<file path="config.mk">
export PLATFORM = sky130hd
export DESIGN_NAME = pipelined_cla_adder
export DESIGN_NICKNAME = d
export VERILOG_FILES = /design/src/rtl/pipelined_cla_adder_pkg.sv /design/src/rtl/pipelined_cla_adder_cla_group.sv /design/src/rtl/pipelined_cla_adder.sv
export SDC_FILE = /design/constraint.sdc
export NUM_CORES = 1
export LEC_CHECK = 0
export CORE_MARGIN = 2
export CORE_UTILIZATION = 50
export CTS_CLUSTER_DIAMETER = 40
export DETAILED_ROUTE_END_ITERATION = 12
export GPL_ROUTABILITY_DRIVEN = 0
export GPL_TIMING_DRIVEN = 0
export PLACE_DENSITY = 0.76
export RECOVER_POWER = 25
export SKIP_LAST_GASP = 1
export SYNTH_ARGS = -nofsm -noshare
export SYNTH_HDL_FRONTEND = slang
export SYNTH_HIERARCHICAL = 1
export SYNTH_SLANG_ARGS = --single-unit
</file>
<file path="constraint.sdc">
create_clock -name clk -period 1.9 [get_ports clk]
set_clock_uncertainty 0.1 [all_clocks]
set_input_delay 0.38 -clock clk [delete_from_list [all_inputs] [get_ports clk]]
set_output_delay 0.38 -clock clk [all_outputs]
set_load 0.005 [all_outputs]
</file>
<file path="src/rtl/pipelined_cla_adder_pkg.sv">
`default_nettype none
`timescale 1ns/1ps
// ============================================================================
// Module      : pkg_arith
// Description : Shared defaults and configuration helpers for the pipelined
//               carry-lookahead adder/subtractor.
// Revision    : 1.0 - initial release
// ============================================================================
package pkg_arith;

    localparam int GRP_DEFAULT   = 4;
    localparam int WIDTH_DEFAULT = 16;

    // Number of lookahead groups, which is also the pipeline depth
    function automatic int calc_ng(input int width, input int grp);
        return width / grp;
    endfunction

    // Group size must be one of the supported lookahead widths and must tile WIDTH exactly
    function automatic bit cfg_legal(input int width, input int grp);
        return ((grp == 2) || (grp == 4) || (grp == 8)) && (width > 0) && ((width % grp) == 0);
    endfunction

endpackage
`default_nettype wire

</file>
<file path="src/rtl/pipelined_cla_adder_cla_group.sv">
`default_nettype none
`timescale 1ns/1ps
// ============================================================================
// Module      : cla_group
// Description : GRP-bit combinational carry-lookahead group. Produces the sum,
//               the group carry-out and the carry into the top bit.
// Revision    : 1.0 - initial release
// ============================================================================
module cla_group #(
    parameter int GRP = 4
) (
    input  logic [GRP-1:0] a,
    input  logic [GRP-1:0] b,
    input  logic           ci,
    output logic [GRP-1:0] s,
    output logic           co,
    output logic           c_msb
);

    logic [GRP-1:0] p;
    logic [GRP-1:0] g;
    logic [GRP:0]   c;

    assign p = a ^ b;
    assign g = a & b;

    // Every carry is a flat OR of generate terms, each gated by all propagates above it
    always_comb begin
        logic term;
        c    = '0;
        term = 1'b0;
        for (int i = 0; i <= GRP; i++) begin
            term = ci;
            for (int j = 0; j < i; j++) begin
                term = term & p[j];
            end
            c[i] = term;
            for (int j = 0; j < i; j++) begin
                term = g[j];
                for (int m = j + 1; m < i; m++) begin
                    term = term & p[m];
                end
                c[i] = c[i] | term;
            end
        end
    end

    assign s     = p ^ c[GRP-1:0];
    assign co    = c[GRP];
    assign c_msb = c[GRP-1];

endmodule
`default_nettype wire

</file>
<file path="src/rtl/pipelined_cla_adder.sv">
`default_nettype none
`timescale 1ns/1ps
// ============================================================================
// Module      : pipelined_cla_adder
// Description : Pipelined carry-lookahead adder/subtractor. One GRP-bit group
//               per stage, carry rippled between stages through registers,
//               valid/ready handshake with whole-pipeline stall.
// Revision    : 1.0 - initial release
// ============================================================================
module pipelined_cla_adder
    import pkg_arith::*;
#(
    parameter int WIDTH = WIDTH_DEFAULT,
    parameter int GRP   = GRP_DEFAULT
) (
    input  logic             clk,
    input  logic             rst_n,
    input  logic             in_valid,
    output logic             in_ready,
    input  logic [WIDTH-1:0] a,
    input  logic [WIDTH-1:0] b,
    input  logic             cin,
    input  logic             sub,
    output logic             out_valid,
    input  logic             out_ready,
    output logic [WIDTH-1:0] s,
    output logic             cout,
    output logic             ovf,
    output logic             zero
);

    localparam int NG = calc_ng(WIDTH, GRP);

    if (!cfg_legal(WIDTH, GRP)) begin : g_cfg_check
        $error("pipelined_cla_adder: WIDTH must be a multiple of GRP and GRP must be 2, 4 or 8");
    end

    logic             adv;
    logic [WIDTH-1:0] b_eff;
    logic             c_in0;

    // Subtraction is a + ~b + 1, so the incoming carry is forced high in that mode
    assign b_eff = sub ? ~b : b;
    assign c_in0 = sub | cin;

    // The whole pipeline moves as one unit unless a held result is being refused
    assign adv      = !out_valid || out_ready;
    assign in_ready = adv;

    for (genvar k = 0; k < NG; k++) begin : g_stage
        localparam int HI = (k + 1) * GRP;

        logic [GRP-1:0] grp_a;
        logic [GRP-1:0] grp_b;
        logic [GRP-1:0] grp_s;
        logic           grp_ci;
        logic           grp_co;
        logic           grp_cmsb;
        logic           v_in;
        logic [HI-1:0]  sum_d;
        logic [HI-1:0]  sum_q;
        logic           co_q;
        logic           valid_q;

        if (k == 0) begin : g_src_in
            assign grp_a  = a[GRP-1:0];
            assign grp_b  = b_eff[GRP-1:0];
            assign grp_ci = c_in0;
            assign v_in   = in_valid;
            assign sum_d  = grp_s;
        end else begin : g_src_prev
            assign grp_a  = g_stage[k-1].g_fwd.a_rem_q[GRP-1:0];
            assign grp_b  = g_stage[k-1].g_fwd.b_rem_q[GRP-1:0];
            assign grp_ci = g_stage[k-1].co_q;
            assign v_in   = g_stage[k-1].valid_q;
            assign sum_d  = {grp_s, g_stage[k-1].sum_q};
        end

        cla_group #(
            .GRP   (GRP)
        ) u_group (
            .a     (grp_a),
            .b     (grp_b),
            .ci    (grp_ci),
            .s     (grp_s),
            .co    (grp_co),
            .c_msb (grp_cmsb)
        );

        // Stage valid shifts on every advance so bubbles travel like real entries
        always_ff @(posedge clk or negedge rst_n) begin
            if (!rst_n) begin
                valid_q <= 1'b0;
            end else if (adv) begin
                valid_q <= v_in;
            end
        end

        if (k < NG - 1) begin : g_fwd
            localparam int REM = WIDTH - HI;

            logic [REM-1:0] a_rem_d;
            logic [REM-1:0] b_rem_d;
            logic [REM-1:0] a_rem_q;
            logic [REM-1:0] b_rem_q;

            if (k == 0) begin : g_rem_in
                assign a_rem_d = a[WIDTH-1:HI];
                assign b_rem_d = b_eff[WIDTH-1:HI];
            end else begin : g_rem_prev
                assign a_rem_d = g_stage[k-1].g_fwd.a_rem_q[REM+GRP-1:GRP];
                assign b_rem_d = g_stage[k-1].g_fwd.b_rem_q[REM+GRP-1:GRP];
            end

            // Intermediate stage: partial sum, group carry and still-unused operand bits
            always_ff @(posedge clk or negedge rst_n) begin
                if (!rst_n) begin
                    sum_q   <= '0;
                    co_q    <= 1'b0;
                    a_rem_q <= '0;
                    b_rem_q <= '0;
                end else if (adv) begin
                    sum_q   <= sum_d;
                    co_q    <= grp_co;
                    a_rem_q <= a_rem_d;
                    b_rem_q <= b_rem_d;
                end
            end
        end else begin : g_last
            logic ovf_q;
            logic zero_q;

            // Final stage loads only real results so the outputs hold across bubbles
            always_ff @(posedge clk or negedge rst_n) begin
                if (!rst_n) begin
                    sum_q  <= '0;
                    co_q   <= 1'b0;
                    ovf_q  <= 1'b0;
                    zero_q <= 1'b0;
                end else if (adv && v_in) begin
                    sum_q  <= sum_d;
                    co_q   <= grp_co;
                    ovf_q  <= grp_co ^ grp_cmsb;
                    zero_q <= (sum_d == '0);
                end
            end
        end
    end

    assign out_valid = g_stage[NG-1].valid_q;
    assign s         = g_stage[NG-1].sum_q;
    assign cout      = g_stage[NG-1].co_q;
    assign ovf       = g_stage[NG-1].g_last.ovf_q;
    assign zero      = g_stage[NG-1].g_last.zero_q;

endmodule
`default_nettype wire

</file>
# Word-level counts from Yosys, hierarchy flattened
# Cells that the tools add are included.
[word_totals]
regBits = 98
out_inout_bits = 21
elab_cells = 120
[op_classes]
n_mux = 1
bitwise = 95
reduce_logical = 4
[ops]
columns = ["cell", "count"]
rows = [
  ["1-bit bitwise OR", 41],
  ["1-bit AND", 40],
  ["4-bit XOR", 8],
  ["4-bit AND", 4],
  ["16-bit logical NOT", 1],
  ["16-bit two-way mux", 1],
  ["16-bit NOT", 1],
  ["1-bit logical AND", 1],
  ["1-bit logical NOT", 1],
  ["1-bit logical OR", 1],
  ["1-bit XOR", 1],
]

# Longest topological paths before layout
[logic_depth]
depth_word = 11
depth_mapped = 9
ltp_nobuf = 8

# Modules after synthesis
# The synthesis kept the hierarchy.
[modules_own_cells]
columns = ["module", "instances", "cells_per_inst", "area_per_inst_um2", "seq_area_each_um2"]
rows = [
  ["pipelined_cla_adder", 1, 247, 4107.7, 2452.4],
  ["cla_group (g_stage[0].u_group ...)", 2, 15, 162.7, 0.0],
  ["cla_group (g_stage[3].u_group)", 1, 19, 161.4, 0.0],
  ["cla_group (g_stage[2].u_group)", 1, 15, 146.4, 0.0],
]

# Least setup slack after synthesis
# OpenSTA, ideal clock, no wires.
[synth_timing]
path_kind = "input-to-reg"
start = "in sub"
end = "reg g_stage[0].co_q"
setup_ps = 125
arrival_ps = 2063
required_time_ps = 1675
path_slack_ps = -388
path_stages = 9
cell_sequence = "buf_4 -> buf_4 -> xor2_1 -> ha_1 -> ha_1 -> o211ai_2 -> nand2_2 -> a21o_1 -> mux2_2"
[synth_via]
elab_chain_cells = 10
[synth_rtl]
columns = ["item", "line", "rtl"]
rows = [
  ["start: declaration", "pipelined_cla_adder.sv:23", "input logic sub,"],
  ["16-bit two-way mux (*)", "pipelined_cla_adder.sv:43", "assign b_eff = sub ? ~b : b;"],
  ["via b_eff[0]", "pipelined_cla_adder.sv:39", "logic [WIDTH-1:0] b_eff;"],
  ["4-bit XOR", "pipelined_cla_adder_cla_group.sv:24", "assign p = a ^ b;"],
  ["1-bit AND (4 in a row)", "pipelined_cla_adder_cla_group.sv:35", "term = term & p[j];"],
  ["1-bit bitwise OR (*) (4 in a row)", "pipelined_cla_adder_cla_group.sv:43", "c[i] = c[i] | term;"],
  ["via g_stage[0].grp_co", "pipelined_cla_adder.sv:57", "logic grp_co;"],
  ["end signal: assignment", "pipelined_cla_adder.sv:124", "co_q <= grp_co;"],
  ["end: declaration", "pipelined_cla_adder.sv:62", "logic co_q;"],
]
# Mark *: on every way through the listed nets, which the timed path passes. The rest lies on a longest branch.
# A chain may end at the register's enable or synchronous reset.

# Worst setup path in the final report
[layout_timing]
start = "in out_ready"
end = "out in_ready"
[layout_via]
elab_chain_cells = 1
[layout_rtl]
columns = ["item", "line", "rtl"]
rows = [
  ["start: declaration", "pipelined_cla_adder.sv:25", "input logic out_ready,"],
  ["1-bit logical OR", "pipelined_cla_adder.sv:47", "assign adv = !out_valid || out_ready;"],
  ["end: declaration", "pipelined_cla_adder.sv:19", "output logic in_ready,"],
]
# No other way between the ends.

==> results.md <==
- VDD IR max: between 0.0006 and 0.0007 V
- Fin crit period: slightly above 2000 ps
- Max Freq: roughly 0.49 GHz
- Hold path cells: 3
- Vias per Instance: a little under 5
- Post-Route WL: 7.77 mm
- CP max-delay cell: clkdlybuf4s50_1
- Port Buffers: 57
- Root Driver: clkbuf_8
- Mapped Nets: roughly 370
- Layout cell share with drive strength beyond 1: 0.363
- Dpl ws: -590 ps
- Max Cap Violations: 0
- Placed Cells: 498
- Mapped Cells: 311
- Final Core Density: 0.631
- Diodes inserted: 0
- Worst rel slew slack: 0.562
- CTS tree: built
- Levels on crit path: 5
- CP arrival: around 1600 ps
- Io pins: slightly below 60
- DP Area: between 5000 and 6000 sq um
- Wirelength per Cell: between 10 and 15 um
- Min-Delay Endpoint: g_stage[0].g_fwd.b_rem_q[4]
- Detailed Place HPWL: roughly 5.6 mm
- Post-synth design cell area: between 4000 and 5000 sq um
- Largest net degree at the start of global routing: 74
- CTS Buffer Depth: 2
- CP Buf/Inv Count: 4
- Fin nets: 454
- HP Start: sub
- Period utilization: 1.07
- First-pass GRT wire length: 12.9 mm
- Worst-Skew Late Latency: around 360 ps
- Final instance area: 5830 sq um
- Drc violations: 0
- Ys Warns: 6
- DR top layer: met4
- Starting Density: 0.513
- Endpoints failing hold: 0
- Primary FF master, synth: dfrtp_1
- RSZ-0062 raised after global routing: yes
- Met3 WL: slightly below 200 um
- Reg2Reg Depth: 7
- CP Cell Sequence: clkdlybuf4s50_1 > nand2b_1 > clkbuf_1 > buf_12 > clkbuf_2
- Worst stage delay on the critical path: roughly 450 ps
- Final hold slack: between 200 and 250 ps
- Vias in the first global route: approximately 2600
- Pwr Density: around 1600 nW/um^2
- Kind of critical path: in -> out
- Flops & latches, synth: 98
- R2r endpoint: ovf
- Failing checks: negative setup slack
- Crit-path max FO: 19
- Startpoint types: primary input
- R2R setup slack: -100 ps
- TritonCTS buffer count: 9
- Syn-to-layout area delta: 23.0%
- Final ANT Viol Nets: 0
- Count of cell types in the netlist: 29
- FILL cells: 734
- DIE HEIGHT: slightly above 100 um
- DR iter-0 viols: 77
- TritonCTS Sinks: 98
- Ys async rst share: 1.00
- Worst hold path class: in -> reg
- Top delay family on crit path: buffers and inverters
- Req. time, crit path: about 1400 ps
- Crit end category: primary output
- H-tree levels: 3
- Core outline area: roughly 9200 sq um
- Die ar.: 10300 sq um
- Non-filler instance count after layout: approximately 530
- Power Total: approximately 9.5 mW
- Leakage Power: approximately 2.7 nW
- DR vias: about 2600
- Clock Pin Slew Worst Setup and Hold Paths: 100 ps
- Die X: between 100 and 150 um
- Post-Route M1 WL: roughly 3.7 mm
- First-pass iteration count of the detailed router: 4
- Setup tns final: -315 ps
- Worst R2R Start: g_stage[2].g_fwd.a_rem_q[0]
- Std-Cell Rows: 35
- Sequential-to-total area share from yosys stat: 0.517
- Global-route usage over all layers: 0.165
- Setup ws final: -136 ps
- Slew Viols, Final: 0
- Initial antenna violation count: 0
- Grt ovf: 0
- Post-synth EDFFs: 0
- Final Setup Violations: 4
- Avg Cell Area, Syn: approximately 15 sq um
- Least-Margin Pin Slew: 658 ps
- Status: finished with violations
- Met2 routed WL: about 3.7 mm
[routing by layer]
metal  vias to the layer above  global-route usage
met4                         0              0.0717
met5                         -                   0
met2                        41               0.259
li1                       1248                   -
met3                        11              0.0228
met1                      1267               0.231
[Yosys cell counts, types with 2 or more instances]
cell	number	area, sq um
a21oi_2	2	17.5
xor2_2	2	32.5
dfrtp_1	98	2450
inv_1	5	18.8
buf_2	2	10.0
mux2_4	53	796
o211ai_1	2	15.0
nor2_1	16	60.1
ha_1	20	250
fa_1	4	80.1
xnor2_1	17	149
buf_12	5	100
nor4_1	4	25.0
o211ai_2	2	25.0
a21oi_1	14	70.1
mux2_2	31	349
buf_6	3	33.8
nand2_2	4	25.0
a21o_1	4	30.0
buf_4	2	15.0
xor2_1	10	87.6
o21a_1	4	30.0
[cell type report]
class | instances | area [sq um] | area share
Buffer | 12 | 180 | 0.0309
Clock buffer | 9 | 124 | 0.0212
Clock inverter | 7 | 100 | 0.0172
Inverter | 5 | 18.8 | 0.00322
Multi-Input combinational cell | 195 | 2120 | 0.364
Sequential cell | 98 | 2450 | 0.421
Tap cell | 129 | 161 | 0.0277
Timing Repair Buffer | 71 | 671 | 0.115
[flip-flops by register name (all words and copies together), names as in the netlist]
signal and count:
cout 1, g_stage.co_q 3, g_stage.g_fwd.a_rem_q 24, g_stage.g_fwd.b_rem_q 24, g_stage.sum_q 24, g_stage.valid_q 3, out_valid 1, ovf 1
s 16, zero 1
[cells by family (layout without fill, tap and decap cells)]
group / count (synthesis) / count (layout) / synth area share
compound gates: 28 / 28 / 0.0396
simple gates: 29 / 29 / 0.0325
buf+inv: 18 / 104 / 0.0406
flops: 98 / 98 / 0.517
fa+ha+maj: 24 / 24 / 0.0697
xor+xnor: 29 / 29 / 0.0567
mux: 85 / 85 / 0.244
[where the power goes]
part | total [mW] | leakage (nW) | internal, mW | switching [mW]
Sequential | 3.66 | 1.14 | 3.04 | 0.620
Combinational | 4.39 | 1.41 | 2.77 | 1.62
Clock | 1.49 | 0.114 | 0.753 | 0.734
[repair_timing]
item | 4_1_cts | 5_1_grt
endpoints found under the hold margin | 25 | 0
hold buffers | 1 | 0
setup buffers | 7 | 5
pin swaps | 6 | 0
gates resized for setup | 9 | 2
endpoints found under the setup margin | 9 | 8
[worst max path at each step]
stage	start	end	slack, ps
global placement	rst_n	g_stage[0].g_fwd.a_rem_q[0]	-3140
CTS	g_stage[2].g_fwd.a_rem_q[0]	zero	-120
floorplan	sub	g_stage[0].co_q	-240
detailed placement	out_ready	in_ready	-590
finish	out_ready	in_ready	-140
global route	g_stage[2].g_fwd.a_rem_q[0]	zero	-230
[tightest hold or removal path, cell delays in order]
cell and delay, ps:
buf_12 100, xnor2_1 110, a21oi_1 60
[cells in the final DEF, fill, tap and decap left out, types with 2 or more instances in the layout]
cell,instances
nor4_1,2
dfrtp_1,98
o211ai_1,2
clkinv_4,2
buf_4,12
a21oi_2,2
mux2_2,29
inv_1,5
a21o_1,4
nor4_2,2
xnor2_1,17
fa_1,4
xor2_2,3
nor2_1,16
bufinv_16,2
o21a_1,4
nand2_2,4
buf_12,7
ha_1,17
mux2_4,55
clkbuf_8,9
xor2_1,9
a21oi_1,14
ha_2,3
inv_6,2
buf_6,2
o211ai_2,2
nand2b_1,2
buf_2,2
clkdlybuf4s50_1,54
clkbuf_2,2
No activity file was read; power rests on OpenSTA's default activity.
